[src/rtl/baseline_dot8_pkg.sv]
// Shared constants for the baseline 8-lane signed dot-product datapath.
// Operand width defaults, lane split and the partial-sum width rule live here.
package baseline_dot8_pkg;

  localparam int IN_SIZE_0_DEF = 4;
  localparam int IN_SIZE_1_DEF = 8;
  localparam int LANES         = 8;
  localparam int TERMS         = 4;
  localparam int HALVES        = LANES / TERMS;

  // +2 bits absorb a 4-term sum; +2 more keep the sum of both halves exact.
  function automatic int out_size(input int a_w, input int b_w);
    return a_w + b_w + 4;
  endfunction

endpackage

[src/rtl/baseline_dot8_if.sv]
// Operand/result bundle for baseline_dot8: eight A/B element pairs in,
// two signed partial sums out.
interface baseline_dot8_if
  import baseline_dot8_pkg::*;
#(
  parameter int IN_SIZE_0 = IN_SIZE_0_DEF,
  parameter int IN_SIZE_1 = IN_SIZE_1_DEF
) ();

  localparam int OUT_SIZE = out_size(IN_SIZE_0, IN_SIZE_1);

  logic signed [IN_SIZE_0-1:0] in_0_i [0:LANES-1];
  logic signed [IN_SIZE_1-1:0] in_1_i [0:LANES-1];
  logic signed [OUT_SIZE-1:0]  out_o  [0:HALVES-1];

  modport master (
    output in_0_i,
    output in_1_i,
    input  out_o
  );

  modport slave (
    input  in_0_i,
    input  in_1_i,
    output out_o
  );

endinterface

[src/rtl/baseline_dot4_lane.sv]
// One half of the dot product: four signed multipliers, a product register,
// a 4-term adder tree and the partial-sum register.
module baseline_dot4_lane
  import baseline_dot8_pkg::*;
#(
  parameter int A_W = IN_SIZE_0_DEF,
  parameter int B_W = IN_SIZE_1_DEF,
  localparam int PROD_W = A_W + B_W,
  localparam int OUT_W  = out_size(A_W, B_W)
) (
  input  logic                    clk_i,
  input  logic                    rst_i,
  input  logic signed [A_W-1:0]   a_i [0:TERMS-1],
  input  logic signed [B_W-1:0]   b_i [0:TERMS-1],
  output logic signed [OUT_W-1:0] sum_o
);

  logic signed [PROD_W-1:0] prod_p1_d [0:TERMS-1];
  logic signed [PROD_W-1:0] prod_p1_q [0:TERMS-1];
  logic signed [OUT_W-1:0]  sum_p2_d;
  logic signed [OUT_W-1:0]  sum_p2_q;

  function automatic logic signed [OUT_W-1:0] sext(input logic signed [PROD_W-1:0] p);
    return OUT_W'(p);
  endfunction

  // Stage 1: full-precision products; -min * -min fits because PROD_W = A_W + B_W.
  always_comb begin
    for (int i = 0; i < TERMS; i++) begin
      prod_p1_d[i] = a_i[i] * b_i[i];
    end
  end

  always_ff @(posedge clk_i) begin
    if (rst_i) begin
      for (int i = 0; i < TERMS; i++) prod_p1_q[i] <= '0;
    end else begin
      for (int i = 0; i < TERMS; i++) prod_p1_q[i] <= prod_p1_d[i];
    end
  end

  // Stage 2: balanced adder tree on sign-extended products.
  always_comb begin
    sum_p2_d = (sext(prod_p1_q[0]) + sext(prod_p1_q[1]))
             + (sext(prod_p1_q[2]) + sext(prod_p1_q[3]));
  end

  always_ff @(posedge clk_i) begin
    if (rst_i) sum_p2_q <= '0;
    else       sum_p2_q <= sum_p2_d;
  end

  assign sum_o = sum_p2_q;

endmodule

[src/rtl/baseline_dot8.sv]
// Baseline pipelined 8-element signed dot product; two registered partial
// sums whose total is the dot product, 2-cycle latency, one vector per cycle.
module baseline_dot8
  import baseline_dot8_pkg::*;
#(
  parameter int IN_SIZE_0 = IN_SIZE_0_DEF,
  parameter int IN_SIZE_1 = IN_SIZE_1_DEF
) (
  input  logic           clk_i,
  input  logic           rst_i,
  baseline_dot8_if.slave dot_if
);

  localparam int OUT_SIZE = out_size(IN_SIZE_0, IN_SIZE_1);

  logic signed [IN_SIZE_0-1:0] a_lo [0:TERMS-1];
  logic signed [IN_SIZE_0-1:0] a_hi [0:TERMS-1];
  logic signed [IN_SIZE_1-1:0] b_lo [0:TERMS-1];
  logic signed [IN_SIZE_1-1:0] b_hi [0:TERMS-1];
  logic signed [OUT_SIZE-1:0]  sum_lo;
  logic signed [OUT_SIZE-1:0]  sum_hi;

  for (genvar g = 0; g < TERMS; g++) begin : g_split
    assign a_lo[g] = dot_if.in_0_i[g];
    assign b_lo[g] = dot_if.in_1_i[g];
    assign a_hi[g] = dot_if.in_0_i[g+TERMS];
    assign b_hi[g] = dot_if.in_1_i[g+TERMS];
  end

  baseline_dot4_lane #(
    .A_W (IN_SIZE_0),
    .B_W (IN_SIZE_1)
  ) u_lane_lo (
    .clk_i (clk_i),
    .rst_i (rst_i),
    .a_i   (a_lo),
    .b_i   (b_lo),
    .sum_o (sum_lo)
  );

  baseline_dot4_lane #(
    .A_W (IN_SIZE_0),
    .B_W (IN_SIZE_1)
  ) u_lane_hi (
    .clk_i (clk_i),
    .rst_i (rst_i),
    .a_i   (a_hi),
    .b_i   (b_hi),
    .sum_o (sum_hi)
  );

  assign dot_if.out_o[0] = sum_lo;
  assign dot_if.out_o[1] = sum_hi;

endmodule

[src/flat_wrapper.sv]
// flat-port wrapper written by rule: the top's interface ports become plain ports
module baseline_dot8_flat import baseline_dot8_pkg::*;
#(
  parameter int IN_SIZE_0 = IN_SIZE_0_DEF,
  parameter int IN_SIZE_1 = IN_SIZE_1_DEF
)
  (clk_i, rst_i, dot_if_in_0_i, dot_if_in_1_i, dot_if_out_o);
  baseline_dot8_if #(.IN_SIZE_0(IN_SIZE_0), .IN_SIZE_1(IN_SIZE_1)) dot_if_i ();
  input  logic clk_i;
  input  logic rst_i;
  input wire logic [$bits(dot_if_i.in_0_i)-1:0] dot_if_in_0_i;
  input wire logic [$bits(dot_if_i.in_1_i)-1:0] dot_if_in_1_i;
  output wire logic [$bits(dot_if_i.out_o)-1:0] dot_if_out_o;
  assign dot_if_i.in_0_i = {>>{dot_if_in_0_i}};
  assign dot_if_i.in_1_i = {>>{dot_if_in_1_i}};
  assign dot_if_out_o = {>>{dot_if_i.out_o}};
  baseline_dot8 #(.IN_SIZE_0(IN_SIZE_0), .IN_SIZE_1(IN_SIZE_1)) u_core (.clk_i(clk_i), .rst_i(rst_i), .dot_if(dot_if_i));
endmodule
[config.mk]
export PLATFORM = sky130hd
export DESIGN_NAME = baseline_dot8_flat
export DESIGN_NICKNAME = d
export VERILOG_FILES = /design/src/rtl/baseline_dot8_pkg.sv /design/src/rtl/baseline_dot8_if.sv /design/src/rtl/baseline_dot4_lane.sv /design/src/rtl/baseline_dot8.sv /design/src/flat_wrapper.sv
export SDC_FILE = /design/constraint.sdc
export NUM_CORES = 1
export LEC_CHECK = 0
export CORE_UTILIZATION = 40
export DETAILED_ROUTE_END_ITERATION = 7
export PLACE_DENSITY = 0.64
export SYNTH_ARGS = -nofsm -noshare
export SYNTH_HDL_FRONTEND = slang
export SYNTH_SLANG_ARGS = --single-unit
export TNS_END_PERCENT = 10
[constraint.sdc]
create_clock -name clk_i -period 4.9 [get_ports clk_i]
set_input_delay 0.735 -clock clk_i [delete_from_list [all_inputs] [get_ports clk_i]]
set_output_delay 0.735 -clock clk_i [all_outputs]
set_load 0.01 [all_outputs]
### Word level (Yosys, flattened, before mapping)

Memory sizes are Yosys's and may differ from the RTL's.
Cells that the tools add are included.

| word-level totals | value |
|---|---|
| flip-flop bits (word level) | 32 |
| output and inout bits | 32 |
| bits in writable memories | 96 |
| logic and storage cells | 37 |
| memories | 2 |
| input bits | 98 |

| operators by class | value |
|---|---|
| multiplexer cells | 11 |
| add/subtract/negate cells | 6 |
| $mul | 8 |
| bitwise gates (word level) | 8 |

Memories:

| memory | words | bits a word | read ports | clocked after Yosys merged registers in | write ports | RTL line | RTL |
|---|---|---|---|---|---|---|---|
| u_core.u_lane_hi.prod_p1_q | 4 | 12 | 4 | 0 | 4 | baseline_dot4_lane.sv:19 | `logic signed [PROD_W-1:0] prod_p1_q [0:TERMS-1];` |
| u_core.u_lane_lo.prod_p1_q | 4 | 12 | 4 | 0 | 4 | baseline_dot4_lane.sv:19 |  |

Operators with widths:

| cell | number |
|---|---|
| $mul 4x8->12 | 8 |
| $mux 12 | 8 |
| $add 12x12->13 | 4 |
| $add 13x13->14 | 2 |
| $or 1x1->1 | 8 |
| $mux 1 | 3 |

### Depth between registers and ports, before layout

Gate-level depths: netlist of run 1.

| depth | value |
|---|---|
| depth in word-level cells | 3 |
| mapped depth | 15 |

### Modules after synthesis

A second synthesis of run 1 with hierarchy kept.

| unflattened totals | value |
|---|---|
| cell total of the unflattened synthesis | 1498 |
| area, all modules | 14306.2 µm² |

Modules (own cells, without submodules):

| module | cells each | times used | area an instance (µm²) |
|---|---|---|---|
| baseline_dot4_lane (u_core.u_lane_lo) | 748 | 1 | 7160.6 |
| baseline_dot4_lane (u_core.u_lane_hi) | 750 | 1 | 7145.6 |

### Worst setup path after synthesis of run 1

No wires, ideal clock.

| timing path | value |
|---|---|
| path type | input -> register |
| from | input port dot_if_in_1_i[40] |
| to | memory u_core.u_lane_lo.prod_p1_q[2][11] (netlist bit) |
| path slack | 1.160 ns |
| buffers on the path | 0 |
| stages | 14 |
| required time | 4.772 ns |
| data arrival time | 3.613 ns |
| path through | nand2b_1 fa_1 fa_1 inv_1 fa_1 ha_1 inv_1 fa_1 inv_1 a21oi_1 o21ai_0 a31oi_1 xnor2_1 nor2_1 |

RTL lines:

| item | RTL line | RTL |
|---|---|---|
| start: declaration | flat_wrapper.sv:12 | `input wire logic [$bits(dot_if_i.in_1_i)-1:0] dot_if_in_1_i;` |
| end: declaration | baseline_dot4_lane.sv:19 |  |

==> metrics.txt, run 1 <==
core footprint=33700 sq um; remaining number of nets flagged by the antenna check after routing=0; final-report setup violation count=0; startpoint type of the worst setup path=input port; vertical die dimension=188 um; Worst-Margin Slew=0.778 ns; number of buffers added for setup after CTS=0; Boundary Pins=130; highest ir drop seen on vdd=0.000373 V; final count of hold timing violations=0; Placed Area=15600 sq um; required arrival time at the worst endpoint=5.19 ns; power consumption=0.00789 W; Relative slew margins=0.481; total standard cell area after synthesis=13800 sq um; kind of critical path=in2reg; met1 global-route usage=0.210; origin of the critical flop-to-flop path=u_core.u_lane_lo.prod_p1_q[1][1]; leakage power=7.67 nW; width of the chip=188 um; crit path max fanout=9; total detailed-routing wirelength=26.3 mm; top achievable clock speed=0.240 GHz; overflow left after global routing=0; number of gates given a new drive strength after cts=0; global routing met3 resource utilization=0.0240; Max Clock Skew=0.0108 ns; initial antenna violation count=0; Synth Net Count=1916; count of different cell masters after synthesis=40; Die Footprint=35200 sq um; clock buffers created by TritonCTS=17; Root Buffer Master=clkbuf_16; number of rows in the core area=67; per-cell routed wire length=12.9 um; number of iterations in the first detailed-routing pass=7; max-slew violation total from the final report=0; number of synthesized register bits=124; minimum clock period=4.17 ns; DRC violations left=0; worst setup slack after placement=0.310 ns; reg-to-reg setup timing slack=1.63 ns; FFs w/ async S/R, synth=0; unrepaired setup endpoints after global routing=false; H-tree Lvls=4; Vias/cell=4.67; # diodes=0; largest net degree at the start of global routing=79; result of the run=finished clean; critical path launch point=dot_if_in_0_i[22]; dominant synthesized flop cell=dfxtp_1; worst min-delay path category=reg2reg; clock slew seen by the registers of the worst setup and hold paths=0.06 ns; worst setup path endpoint=u_core.u_lane_lo.prod_p1_q[2][11]; arrival time of data at the critical path endpoint=4.47 ns; design area=16200 sq um; Post-Route Setup TNS=0 ns; synth-to-layout area growth=17.2%; reg-to-reg critical path endpoint=u_core.u_lane_lo.sum_o[11]; final setup slack of the worst path=0.727 ns; initial core utilization=0.409; insertion delay of the later-clocked pin in the worst-skew pair=0.42 ns; layer with the highest usage after global routing=met2; clock tree from TritonCTS=yes; quantity of I/O buffers inserted on ports=129; post-route fraction of the period consumed by the critical path=0.852; Mapped Cells=1446; count of hold buffers inserted by post-cts repair=0; max-cap viol count=0; number of synthesized flops with an enable pin=0; via count=9527; number of buffers on the longest clock path=2; wire length of the first global-routing pass=46.5 mm; fraction of final layout cells with drive strength greater than 1=0.0352; sequential fraction of the synthesis area=0.180; worst-case hold slack=0.574 ns; number of global-route vias before repair=10042; PwrDens=488 nW/um^2; clock sink count=124; initial drt markers=349; gp weighted congestion=0.823; total global routing track utilization=0.160; Yosys warning total=0; number of cells on the worst reg-to-reg path=10; Crit. End Element=flop; final-stage net count=2049; Detail Placement HPWL=22.6 mm; met2 Resource Use GR=0.276; Avg Inst Size Synth=9.54 sq um
==> power breakdown <==
part	switching [W]	leakage (nW)	internal, W
registers	0.000123	1.03	0.00134
clock network	0.000481	0.288	0.000770
logic	0.00281	6.35	0.00237
total	0.00341	7.67	0.00448
==> cell families (layout without fill, tap and decap cells) <==
kind of cell,Yosys count,count (layout),share of synthesized area
compound gates,164,164,0.0778
fa+ha+maj,372,372,0.439
simple gates,414,414,0.157
flops,124,124,0.180
buf+inv,258,404,0.0728
xor+xnor,106,106,0.0673
mux,8,8,0.00653
==> worst max-delay path, stage by stage <==
cell             delay [ns]
clkdlybuf4s50_1        0.63
nand2_1                0.12
fa_1                   0.49
fa_1                   0.49
inv_1                  0.05
fa_1                   0.48
ha_1                   0.16
inv_1                  0.06
fa_1                   0.45
inv_1                  0.07
a21oi_1                0.07
o21ai_0                0.28
a31oi_1                0.15
xnor2_1                0.15
nor2_1                 0.05
==> stage by stage <==
stage / instances / utilization
floorplan: 1446 / -
global placement: 2008 / 0.462
detailed placement: 2008 / 0.462
CTS: 2040 / 0.480
global route: 2040 / 0.480
finish: 2040 / 0.480
==> sequential cells by signal, indices dropped and copies added (netlist names) <==
name	count
u_core.u_lane_lo.sum_o	14
u_core.u_lane_hi.sum_o	14
u_core.u_lane_hi.prod_p1_q	48
u_core.u_lane_lo.prod_p1_q	48
==> final cells by class <==
cell class                      instances  area (sq um)
Fill cell                            3197         17500
Multi-Input combinational cell       1064         10300
Sequential cell                       124          2480
Timing Repair Buffer                  134          1330
Inverter                              238           893
Tap cell                              448           561
Clock buffer                           18           439
Clock inverter                         14           159
==> layer usage <==
layer | vias to the layer above | share of wire
li1 | 4786 | -
met2 | 123 | 0.50
met1 | 4596 | 0.47
met4 | 0 | 0.015
met3 | 22 | 0.024
met5 | - | 0
==> cells in the mapped netlist (14+ instances only) <==
cell      count  area (sq um)
a21o_1       25           188
a21oi_1      55           275
and2_1      144           901
dfxtp_1     124          2480
fa_1        186          3720
ha_1        186          2330
inv_1       238           893
nand2_1      56           210
nand2b_1     14          87.6
nor2_1      106           398
nor2b_1      77           482
o21ai_0      24           120
o21bai_1     17           128
xnor2_1      71           622
xor2_1       35           307
==> how the worst min path moves through the flow <==
stage                                                start                   endpoint  slack (ns)  cells after the start
after global routing      u_core.u_lane_lo.prod_p1_q[2][0]  u_core.u_lane_lo.sum_o[0]        0.64                      2
after floorplan           u_core.u_lane_hi.prod_p1_q[1][0]  u_core.u_lane_hi.sum_o[0]        0.54                      2
final                     u_core.u_lane_lo.prod_p1_q[2][0]  u_core.u_lane_lo.sum_o[0]        0.57                      2
after detailed placement  u_core.u_lane_hi.prod_p1_q[1][0]  u_core.u_lane_hi.sum_o[0]        0.57                      2
after global placement    u_core.u_lane_lo.prod_p1_q[2][0]  u_core.u_lane_lo.sum_o[0]        0.56                      2
after CTS                 u_core.u_lane_lo.prod_p1_q[2][0]  u_core.u_lane_lo.sum_o[0]        0.58                      2
==> cell usage in the layout (no fill, tap or decap), types with 2 or more instances in the layout <==
cell             count
clkinv_4             5
nor3_1               4
clkinvlp_4           2
inv_1              238
xnor2_1             71
xor2_1              35
dfxtp_1            124
o21ai_1              2
nor2b_1             77
clkdlybuf4s50_1    128
a211oi_1             9
inv_6                4
o2111ai_1            2
a21o_1              25
buf_4                6
bufinv_16            2
o21a_1              11
nor2_1             106
clkbuf_16           17
nand2b_1            14
a21oi_1             55
a221oi_1             2
o31ai_1              4
a31oi_1              3
nand2_1             56
mux2_2               8
and2_1             144
o21ba_2              2
o21bai_1            17
o21ai_0             24
nand3_1             11
ha_1               186
fa_1               186
(Power assumes the default switching activity.)
==> inputs of run 2 (changes only) <==
Clock period 4.9 ns to 5 ns, I/O delays scaled along.
==> run 2 against run 1 <==
  * Sequential cell count is the same
  * Clock skew shrank 0.0031 ns
  * Critical path type unchanged
  * Final cell count down 0.15%
  * First-iteration DRC count decreased by 4.3%
  * Hold slack better by 0.0065 ns
==> metrics.txt, run 2 (same netlist as run 1, synthesis figures left out) <==
result of the run=finished clean (unchanged); design area=16100 sq um (was 16200 sq um); worst min-delay path category=reg2reg (unchanged); final-stage net count=2046 (was 2049); kind of critical path=in2reg (unchanged); total instance count after detailed placement=2005 (was 2008); total global routing track utilization=0.160 (about the same); initial core utilization=0.409 (unchanged); reg-to-reg critical path endpoint=u_core.u_lane_lo.sum_o[11] (unchanged); count of hold buffers inserted by post-cts repair=0 (unchanged); startpoint type of the worst setup path=input port (unchanged); post-route fraction of the period consumed by the critical path=0.857; reg-to-reg setup timing slack=1.72 ns (was 1.63 ns); worst setup path endpoint=u_core.u_lane_lo.prod_p1_q[2][11] (unchanged); wire length of the first global-routing pass=46.4 mm (was 46.5 mm); Non-Filler Instances=2037 (was 2040); Worst-Margin Slew=0.759 ns (was 0.778 ns); Max Clock Skew=0.00765 ns (was 0.0108 ns); required arrival time at the worst endpoint=5.28 ns (was 5.19 ns); number of iterations in the first detailed-routing pass=4 (was 7); core footprint=33700 sq um (unchanged); power consumption=0.00766 W (was 0.00789 W); Sequential cell area=2480 sq um (unchanged); gp weighted congestion=0.824 (was 0.823); number of global-route vias before repair=9966 (was 10042); crit path max fanout=8 (was 9); clock sink count=124 (unchanged); # diodes=0 (unchanged); clock slew seen by the registers of the worst setup and hold paths=0.06 ns (about the same); max-slew violation total from the final report=0 (unchanged); Relative slew margins=0.494 (was 0.481); top achievable clock speed=0.233 GHz; initial drt markers=334 (was 349); number of rows in the core area=67 (unchanged); via count=9408 (was 9527); clock tree from TritonCTS=yes (unchanged); insertion delay of the later-clocked pin in the worst-skew pair=0.42 ns (about the same); total detailed-routing wirelength=26.1 mm (was 26.3 mm); Fill cells=3236 (was 3197); number of buffers on the longest clock path=2 (unchanged); origin of the critical flop-to-flop path=u_core.u_lane_lo.prod_p1_q[1][1] (unchanged); unrepaired setup endpoints after global routing=false (unchanged); highest-count cells in the layout ignoring fill and taps=inv_1 (238), fa_1 (186), ha_1 (186) (unchanged); worst setup slack after placement=0.351 ns (was 0.310 ns); DRC violations left=0 (unchanged); most common cell after layout, fill and taps aside=inv_1 (unchanged); leakage power=7.65 nW (was 7.67 nW); Vias/cell=4.62 (was 4.67); Die Footprint=35200 sq um (unchanged); arrival time of data at the critical path endpoint=4.57 ns (was 4.47 ns); width of the chip=188 um (unchanged); remaining number of nets flagged by the antenna check after routing=0 (unchanged); critical path launch point=dot_if_in_0_i[21] (was dot_if_in_0_i[22]); Placed Area=15600 sq um (about the same); switching power=0.00333 W (was 0.00341 W); number of cells on the worst reg-to-reg path=10 (unchanged); vertical die dimension=188 um (unchanged); minimum clock period=4.28 ns; fraction of final layout cells with drive strength greater than 1=0.0334 (was 0.0352); per-cell routed wire length=12.8 um (was 12.9 um); Crit. End Element=flop (unchanged); number of gates given a new drive strength after cts=0 (unchanged); final count of hold timing violations=0 (unchanged); clock buffers created by TritonCTS=17 (unchanged); initial antenna violation count=0 (unchanged); quantity of I/O buffers inserted on ports=129 (unchanged); synth-to-layout area growth=16.9% (was 17.2%); Post-Route Setup TNS=0 ns (unchanged); highest ir drop seen on vdd=0.000366 V (was 0.000373 V); Min-Delay Path Depth=2 (unchanged); footprint of the multi-input gates=10300 sq um (unchanged); switch share=0.434 (was 0.432); final setup slack of the worst path=0.715 ns (was 0.727 ns); Root Buffer Master=clkbuf_16 (unchanged); number of buffers added for setup after CTS=0 (unchanged); relative contribution of the clock network to total power=0.153 (was 0.159); Detail Placement HPWL=22.4 mm (was 22.6 mm); PwrDens=475 nW/um^2 (was 488 nW/um^2); sequential power share=0.186 (was 0.185); cell-internal power=0.00434 W (was 0.00448 W); Boundary Pins=130 (unchanged); overflow left after global routing=0 (unchanged); final-report setup violation count=0 (unchanged); largest net degree at the start of global routing=76 (was 79); largest registers=u_core.u_lane_hi.prod_p1_q (48), u_core.u_lane_lo.prod_p1_q (48) (unchanged); relative contribution of combinational cells to total power=0.661 (was 0.656); H-tree Lvls=4 (unchanged); max-cap viol count=0 (unchanged)
run 2: metrics by stage:
| stage | hold slack [ns] | util |
|---|---|---|
| after floorplan | 0.536 | - |
| after global placement | 0.559 | 0.461 |
| after detailed placement | 0.575 | 0.461 |
| after CTS | 0.589 | 0.478 |
| after global routing | 0.642 | 0.478 |
| final | 0.580 | 0.478 |
run 2: worst max-delay path, cell delays in order:
cell and delay, ns:
clkdlybuf4s50_1 0.62, nand2_1 0.15, fa_1 0.52, fa_1 0.49, inv_1 0.05, fa_1 0.49
ha_1 0.17, inv_1 0.06, fa_1 0.45, inv_1 0.07, a21oi_1 0.07, o21ai_0 0.29
a31oi_1 0.15, xnor2_1 0.16, nor2_1 0.06
run 2: how the worst min path moves through the flow:
stage,slack [ns],start,endpoint
3_3_place_gp,0.56,u_core.u_lane_lo.prod_p1_q[2][0],u_core.u_lane_lo.sum_o[0]
2_1_floorplan,0.54,u_core.u_lane_hi.prod_p1_q[1][0],u_core.u_lane_hi.sum_o[0]
3_5_place_dp,0.58,u_core.u_lane_hi.prod_p1_q[1][0],u_core.u_lane_hi.sum_o[0]
5_1_grt,0.64,u_core.u_lane_hi.prod_p1_q[1][0],u_core.u_lane_hi.sum_o[0]
4_1_cts,0.59,u_core.u_lane_hi.prod_p1_q[1][0],u_core.u_lane_hi.sum_o[0]
6_report,0.58,u_core.u_lane_hi.prod_p1_q[1][0],u_core.u_lane_hi.sum_o[0]
run 2: routing by layer:
| metal | routed length, um | part of all wire | global-route usage |
|---|---|---|---|
| met2 | 13100 | 0.50 | 0.284 |
| met4 | 195 | 0.0075 | 0.0244 |
| met1 | 12000 | 0.46 | 0.206 |
| met5 | 0 | 0 | 0 |
| met3 | 802 | 0.031 | 0.0260 |
run 2: layout make-up:
| cell class | instances | share of cell area |
|---|---|---|
| timing repair buffer | 131 | 0.0809 |
| clock inverter | 14 | 0.00830 |
| multi-input combinational | 1064 | 0.639 |
| tap | 448 | 0.0348 |
| clock buffer | 18 | 0.0272 |
| sequential | 124 | 0.154 |
| inverter | 238 | 0.0554 |
run 2: power by group through the flow:
| stage | logic (W) | clock network [W] | registers [W] |
|---|---|---|---|
| 3_5_place_dp | 0.00506 | 0 | 0.00145 |
| 3_3_place_gp | 0.00500 | 0 | 0.00146 |
| 4_1_cts | 0.00513 | 0.00119 | 0.00144 |
| 2_1_floorplan | 0.00392 | 0 | 0.00143 |
| 6_report | 0.00507 | 0.00117 | 0.00143 |
| 5_1_grt | 0.00584 | 0.00124 | 0.00145 |
==> inputs of run 3 (changes only) <==
Settings changed: ABC_AREA set to 1, CORE_ASPECT_RATIO set to 0.5.
==> run 3 against run 2 <==
  * Via count is 27% higher
  * Critical endpoint unchanged
  * Global-route usage rose by 0.84 points
  * Sequential power shrank 5%
  * Sequential share of layout area down 1.1 points
  * Synthesized cell count increased by 41%
  * Clock power up 8%
  * Utilization fell by 0.31 points
  * Clock-buffer cell count stayed put
  * Largest power group unchanged
  * Hold slack got worse by 0.019 ns
==> metrics.txt, run 3 <==
number of iterations in the first detailed-routing pass=5 (was 4); initial core utilization=0.411 (was 0.409); sequential fraction of the synthesis area=0.166 (was 0.180); library cell occupying the most area in the post-synthesis netlist=fa_1 (unchanged); FFs w/ async S/R, synth=0 (unchanged); wire length of the first global-routing pass=52.8 mm (was 46.4 mm); gp weighted congestion=0.858 (was 0.824); unrepaired setup endpoints after global routing=false (unchanged); number of global-route vias before repair=11714 (was 9966); crit path max fanout=8 (unchanged); post-synthesis compound-gate area fraction=0.0597 (was 0.0778); cell types occupying the most area after synthesis=fa_1 (25%), dfxtp_1 (17%), ha_1 (16%), inv_1 (13%), nand2_1 (12%) (was fa_1 (27%), dfxtp_1 (18%), ha_1 (17%), and2_1 (6.5%), inv_1 (6.5%)); H-tree Lvls=4 (unchanged); worst min-delay path category=reg2reg (unchanged); Vias/cell=4.49 (was 4.62); DRC violations left=0 (unchanged); area share of and/or/nand/nor cells after synthesis=0.213 (was 0.157); initial drt markers=429 (was 334); Boundary Pins=130 (unchanged); highest ir drop seen on vdd=0.000243 V (was 0.000366 V); cell-internal power=0.00406 W (was 0.00434 W); required arrival time at the worst endpoint=5.33 ns (was 5.28 ns); number of gates given a new drive strength after cts=0 (unchanged); Relative slew margins=0.465 (was 0.494); Die Footprint=38300 sq um (was 35200 sq um); insertion delay of the later-clocked pin in the worst-skew pair=0.43 ns (was 0.42 ns); Detail Placement HPWL=26.0 mm (was 22.4 mm); final-stage net count=2629 (was 2046); number of synthesized flops with an enable pin=0 (unchanged); critical path's largest stage delay=0.53 ns (was 0.62 ns); leakage power=10.1 nW (was 7.65 nW); Fill cells=3659 (was 3236); largest net degree at the start of global routing=70 (was 76); synth-to-layout area growth=15.6% (was 16.9%); dominant combinational cell family by area after synthesis=adder cells (unchanged); fraction of synthesized area in multiplexers=0 (was 0.00653); Worst-Margin Slew=0.802 ns (was 0.759 ns); sequential power share=0.177 (was 0.186); vertical die dimension=139 um (was 188 um); final setup slack of the worst path=0.881 ns (was 0.715 ns); list of most frequent post-synthesis cells=inv_1 (533), nand2_1 (471), fa_1 (186), ha_1 (186), nor2_1 (174) (was inv_1 (238), fa_1 (186), ha_1 (186)); quantity of I/O buffers inserted on ports=129 (unchanged); number of buffers on the longest clock path=2 (unchanged); Root Buffer Master=clkbuf_16 (unchanged); top achievable clock speed=0.243 GHz (was 0.233 GHz); most common cell after layout, fill and taps aside=inv_1 (unchanged); width of the chip=276 um (was 188 um); # diodes=0 (unchanged); number of rows in the core area=49 (was 67); clock tree from TritonCTS=yes (unchanged); total standard cell area after synthesis=15000 sq um (was 13800 sq um); PwrDens=443 nW/um^2 (was 475 nW/um^2); clock buffers created by TritonCTS=17 (unchanged); Yosys warning total=0 (unchanged); Crit. End Element=flop (unchanged); count of hold buffers inserted by post-cts repair=0 (unchanged); relative contribution of combinational cells to total power=0.658 (was 0.661); Synth Net Count=2515 (was 1916); switch share=0.471 (was 0.434); Post-Synth Adder-Cell Area=0.404 (was 0.439); most common cell in the netlist=inv_1 (unchanged); clock sink count=124 (unchanged); final count of hold timing violations=0 (unchanged); switching power=0.00361 W (was 0.00333 W); Mapped Cells=2045 (was 1446); minimum clock period=4.12 ns (was 4.28 ns); startpoint type of the worst setup path=input port (unchanged); parity-gate share of the synthesized area counting xor and xnor cells=0.00643 (was 0.0673); dominant synthesized flop cell=dfxtp_1 (unchanged); via count=11920 (was 9408); worst setup slack after placement=0.409 ns (was 0.351 ns); initial antenna violation count=0 (unchanged); relative contribution of the clock network to total power=0.165 (was 0.153); final-report setup violation count=0 (unchanged); Post-Route Setup TNS=0 ns (unchanged); result of the run=finished clean (unchanged); remaining number of nets flagged by the antenna check after routing=0 (unchanged); max-slew violation total from the final report=0 (unchanged); Synth top area share=0.249 (was 0.270); count of different cell masters after synthesis=31 (was 40); highest-count cells in the layout ignoring fill and taps=inv_1 (532), nand2_1 (471), fa_1 (186), ha_1 (186), nor2_1 (174) (was inv_1 (238), fa_1 (186), ha_1 (186)); Max stage delay cell, worst path=clkdlybuf4s50_1 (unchanged); total detailed-routing wirelength=30.3 mm (was 26.1 mm); Avg Inst Size Synth=7.32 sq um (was 9.54 sq um); number of buffers added for setup after CTS=0 (unchanged); number of synthesized register bits=124 (unchanged); Max Clock Skew=0.00775 ns (was 0.00765 ns); per-cell routed wire length=11.4 um (was 12.8 um); overflow left after global routing=0 (unchanged); largest registers=u_core.u_lane_hi.prod_p1_q (48), u_core.u_lane_lo.prod_p1_q (48) (unchanged); kind of critical path=in2reg (unchanged); clock slew seen by the registers of the worst setup and hold paths=0.06 ns (about the same); max-cap viol count=0 (unchanged); arrival time of data at the critical path endpoint=4.45 ns (was 4.57 ns); post-route fraction of the period consumed by the critical path=0.824 (was 0.857); core footprint=36400 sq um (was 33700 sq um); total global routing track utilization=0.168 (was 0.160); fraction of final layout cells with drive strength greater than 1=0.0382 (was 0.0334); list of cells traversed by the critical path=clkdlybuf4s50_1, inv_1, or2_2, fa_1, fa_1, inv_1, fa_1, ha_1, inv_1, fa_1, inv_1, nand3_1, nand2_1, nand2_1, nand3_1, nand2_1, nand2_1, nor2_1 (was clkdlybuf4s50_1, nand2_1, fa_1, fa_1, inv_1, fa_1, ha_1, inv_1, fa_1, inv_1, a21oi_1, o21ai_0, a31oi_1, xnor2_1, nor2_1)
run 3: cell types whose count changed after synthesis, sizes merged, moves of 13 or more:
cell and delta:
nand2 +428, inv +305, and2 -143, nand3 +78, nor2b -77, nor2 +71, xnor2 -60, a21oi +57
xor2 -35, a21o -25, or2 +17, buf +15, nand2b -14, nand4 +13
run 3: worst paths after layout:
kind / startpoint / end / slack, ns / cells past startpoint
max: dot_if_in_0_i[23] / u_core.u_lane_lo.prod_p1_q[2][11] / 0.88 / 18
min: u_core.u_lane_lo.prod_p1_q[2][0] / u_core.u_lane_lo.sum_o[0] / 0.56 / 3
max reg2reg: u_core.u_lane_lo.prod_p1_q[1][1] / u_core.u_lane_lo.sum_o[14] / 2.13 / 11
min reg2reg: u_core.u_lane_lo.prod_p1_q[2][0] / u_core.u_lane_lo.sum_o[0] / 0.56 / 3
run 3: metrics by stage:
step / util / total power (W) / hold slack (ns) / std cells / area [sq um]
2_1_floorplan: - / 0.00518 / 0.532 / 2045 / 15000
3_3_place_gp: 0.459 / 0.00641 / 0.555 / 2624 / 16700
3_5_place_dp: 0.459 / 0.00646 / 0.559 / 2624 / 16700
4_1_cts: 0.475 / 0.00777 / 0.573 / 2655 / 17300
5_1_grt: 0.475 / 0.00862 / 0.608 / 2655 / 17300
6_report: 0.475 / 0.00767 / 0.561 / 2655 / 17300
run 3: kinds of logic (layout without fill, tap and decap cells):
kind of cell | Yosys count | after routing
xor gates and xnor gates | 11 | 11
AOI/OAI and AO/OA | 168 | 168
DFF | 124 | 124
and+or+nand+nor | 782 | 782
buffers and inverters | 588 | 714
adders and majority gates | 372 | 372
run 3: worst max-delay path, delay by kind of cell:
family                   cells  cell delay [ns]
AND/OR/NAND/NOR              8             0.81
buffers and inverters        5             0.88
adder cells (fa/ha/maj)      5             2.02
run 3: metal layers:
layer,part of all wire,track usage,up-vias
met1,0.49,0.222,5484
met3,0.024,0.0234,19
met4,0.0090,0.0384,0
li1,-,-,6287
met5,0,0,-
met2,0.48,0.290,130
run 3: cell type report:
class,instances,area [sq um],area share
well taps,484,606,0.0350
multi-input cells,1333,10200,0.591
repair buffers,136,1340,0.0773
clock buffers,18,439,0.0254
flip-flops and latches,124,2480,0.143
inverters,547,2050,0.119
clock inverters,13,166,0.00961
run 3: power by group through the flow:
stage          Clock, W  Sequential [W]  Combinational (W)
6_report        0.00126         0.00136            0.00505
5_1_grt         0.00134         0.00139            0.00589
4_1_cts         0.00129         0.00136            0.00512
3_5_place_dp          0         0.00138            0.00508
3_3_place_gp          0         0.00138            0.00504
2_1_floorplan         0         0.00140            0.00378
==> patch, RTL diff (flow settings as in run 1) <==
`IN_SIZE_0_DEF`: 4 -> 8.
--- a/src/rtl/baseline_dot8_pkg.sv
+++ b/src/rtl/baseline_dot8_pkg.sv
@@ -4,3 +4,3 @@
 
-  localparam int IN_SIZE_0_DEF = 4;
+  localparam int IN_SIZE_0_DEF = 8;
   localparam int IN_SIZE_1_DEF = 8;
Interface: changed (resized dot_if_in_0_i and dot_if_out_o); port bits go from 130 to 170. The function was not compared with the original's and may differ.
==> patch against run 1 <==
- cell area up 100%
- setup slack worse by 0.56 ns
- sequential power rose by 56%
- largest power group unchanged
- power rose by 140%
- area after synthesis increased by 93%
- final cell count rose by 110%
- clock power rose by 10%
- wire length increased by 120%
- sequential cell count up 40
- largest cell class unchanged
- die area up 92%
- synthesized cell count rose by 96%
- worst hold slack improved by 0.042 ns
==> patch: results (changes against run 1) <==
crit_fanout: 3  # -6
status: "finished clean"
buffers: 563  # +320%
use_met3: 0.02341  # -0.0005494
fill_cells: 6178  # +93%
drive_gt1_frac: 0.1316  # +0.09646
synth.area.top_cells: "fa_1 (38%), ha_1 (12%), dfxtp_1 (12%), inv_1 (9.1%), and2_1 (7.7%)"
clkLatencyLatePin_ns: 0.45  # +0.03 ns
use_met1: 0.2359  # +0.02606
synth_common_cells: "inv_1 (644), fa_1 (506), and2_1 (330), ha_1 (266), dfxtp_1 (164)"
stdcell_count: 4275  # +110%
muxShareOfSynthArea: 0.005579  # -0.0009496
gr-usage-met2: 0.3357  # +0.05977
dp_slack_ns: -0.3443  # -0.6540 ns
ys_seq_area_frac: 0.1230  # -0.05688
grt_pass1_vias: 21265  # +110%
clock_area_frac: 0.01820  # -0.01878
cp_slowest_cell: "clkdlybuf4s50_1"
slowest_delay_ns: 0.55  # -0.08 ns
worst_slew_margin_rel: 0.5192  # +0.03810
synth_cell_types: 51  # +28%
port_buffers: 169  # +31%
firstDrtPassIters: 5  # -2
crit_end: "u_core.u_lane_lo.prod_p1_q[3][12]"
reg2regPathDepth: 11  # +1
max_freq_ghz: 0.2111  # -12%
wl_met3_um: 1783  # +180%
top_regs: "u_core.u_lane_hi.prod_p1_q: 64 flops, u_core.u_lane_lo.prod_p1_q: 64 flops"
synth-adder-area-share: 0.5043  # +0.06577
multi_input_cells: 2008  # +89%
wl_met1_um: 25950  # +110%
routabilityCongestion: 0.8850  # +7.5%
powerDensity_nw_per_um2: 569.0  # +17%
dr.first_iter.drc_count: 740  # +110%
rr_endpoint: "u_core.u_lane_hi.sum_o[15]"
post-place-cells: 4243  # +110%
bufAreaShareNonClock: 0.1415  # +0.05954
regArea_um2: 3283  # +32%
synth_nets: 3743  # +95%
seq_cell_count: 164  # +32%
r2r_start: "u_core.u_lane_hi.prod_p1_q[3][1]"
grt_max_degree: 85  # +7.6%
grt_pass1_wl_um: 101100  # +120%
power.leakage_nw: 16.47  # +110%
placed_cell_area_um2: 32310  # +110%
synth-compound-area-share: 0.06850  # -0.009304
dpl.hpwl_um: 51980  # +130%
via_count: 19760  # +110%
crit_arrival_ns: 5.09  # +0.62 ns
clock_skew_ns: 0.01084  # +0.00006640 ns
multi_input_area_um2: 20890  # +100%
syn_area_per_cell_um2: 9.393  # -1.6%
r2r_slack_ns: 1.32  # -0.31 ns
synth-xor-area-share: 0.03544  # -0.03184
met2RoutedLength_um: 29940  # +130%
crit_path_start: "dot_if_in_1_i[34]"
inverters: 644  # +170%
routed_wl_um: 58480  # +120%
vdd_ir_drop_max_mv: 0.4038  # +8.3%
-- patch: changes by cell type after synthesis, moves of 24 or more --
cell and change:
inv_1 +406, o21ai_0 +33, nor2b_1 +32, ha_1 +80, o21a_1 +30, nor2_1 +31
nor3_1 +57, nand2_1 +90, and2_1 +186, dfxtp_1 +40, fa_1 +320, a211oi_1 +24
-- patch: worst min-delay path by stage --
| stage | slack (ns) | startpoint | to |
|---|---|---|---|
| floorplan | 0.54 | u_core.u_lane_hi.prod_p1_q[1][0] | u_core.u_lane_hi.sum_o[0] |
| global placement | 0.56 | u_core.u_lane_hi.prod_p1_q[1][0] | u_core.u_lane_hi.sum_o[0] |
| detailed placement | 0.59 | u_core.u_lane_hi.prod_p1_q[1][0] | u_core.u_lane_hi.sum_o[0] |
| CTS | 0.61 | u_core.u_lane_hi.prod_p1_q[1][0] | u_core.u_lane_hi.sum_o[0] |
| global route | 0.66 | u_core.u_lane_hi.prod_p1_q[1][0] | u_core.u_lane_hi.sum_o[0] |
| finish | 0.62 | u_core.u_lane_hi.prod_p1_q[1][0] | u_core.u_lane_hi.sum_o[0] |
-- patch: power breakdown --
part	switching [W]	total [W]	leakage (nW)	internal, W
Combinational	0.00753	0.0151	14.8	0.00755
Clock	0.000633	0.00138	0.294	0.000742
Sequential	0.000380	0.00228	1.37	0.00190
Total	0.00855	0.0187	16.5	0.0102
-- patch: worst max-delay path, delay by kind of cell --
kind                     cells  cell delay [ns]
adder cells (fa/ha/maj)      5             2.27
buffers and inverters        6             0.98
AO/OA/AOI/OAI                5             0.84
AND/OR/NAND/NOR              2             0.26
-- patch: what timing repair did --
item | 4_1_cts | 5_1_grt
resized for setup | 0 | 7
hold endpoints to repair | 0 | 0
setup endpoints to repair | 0 | 7
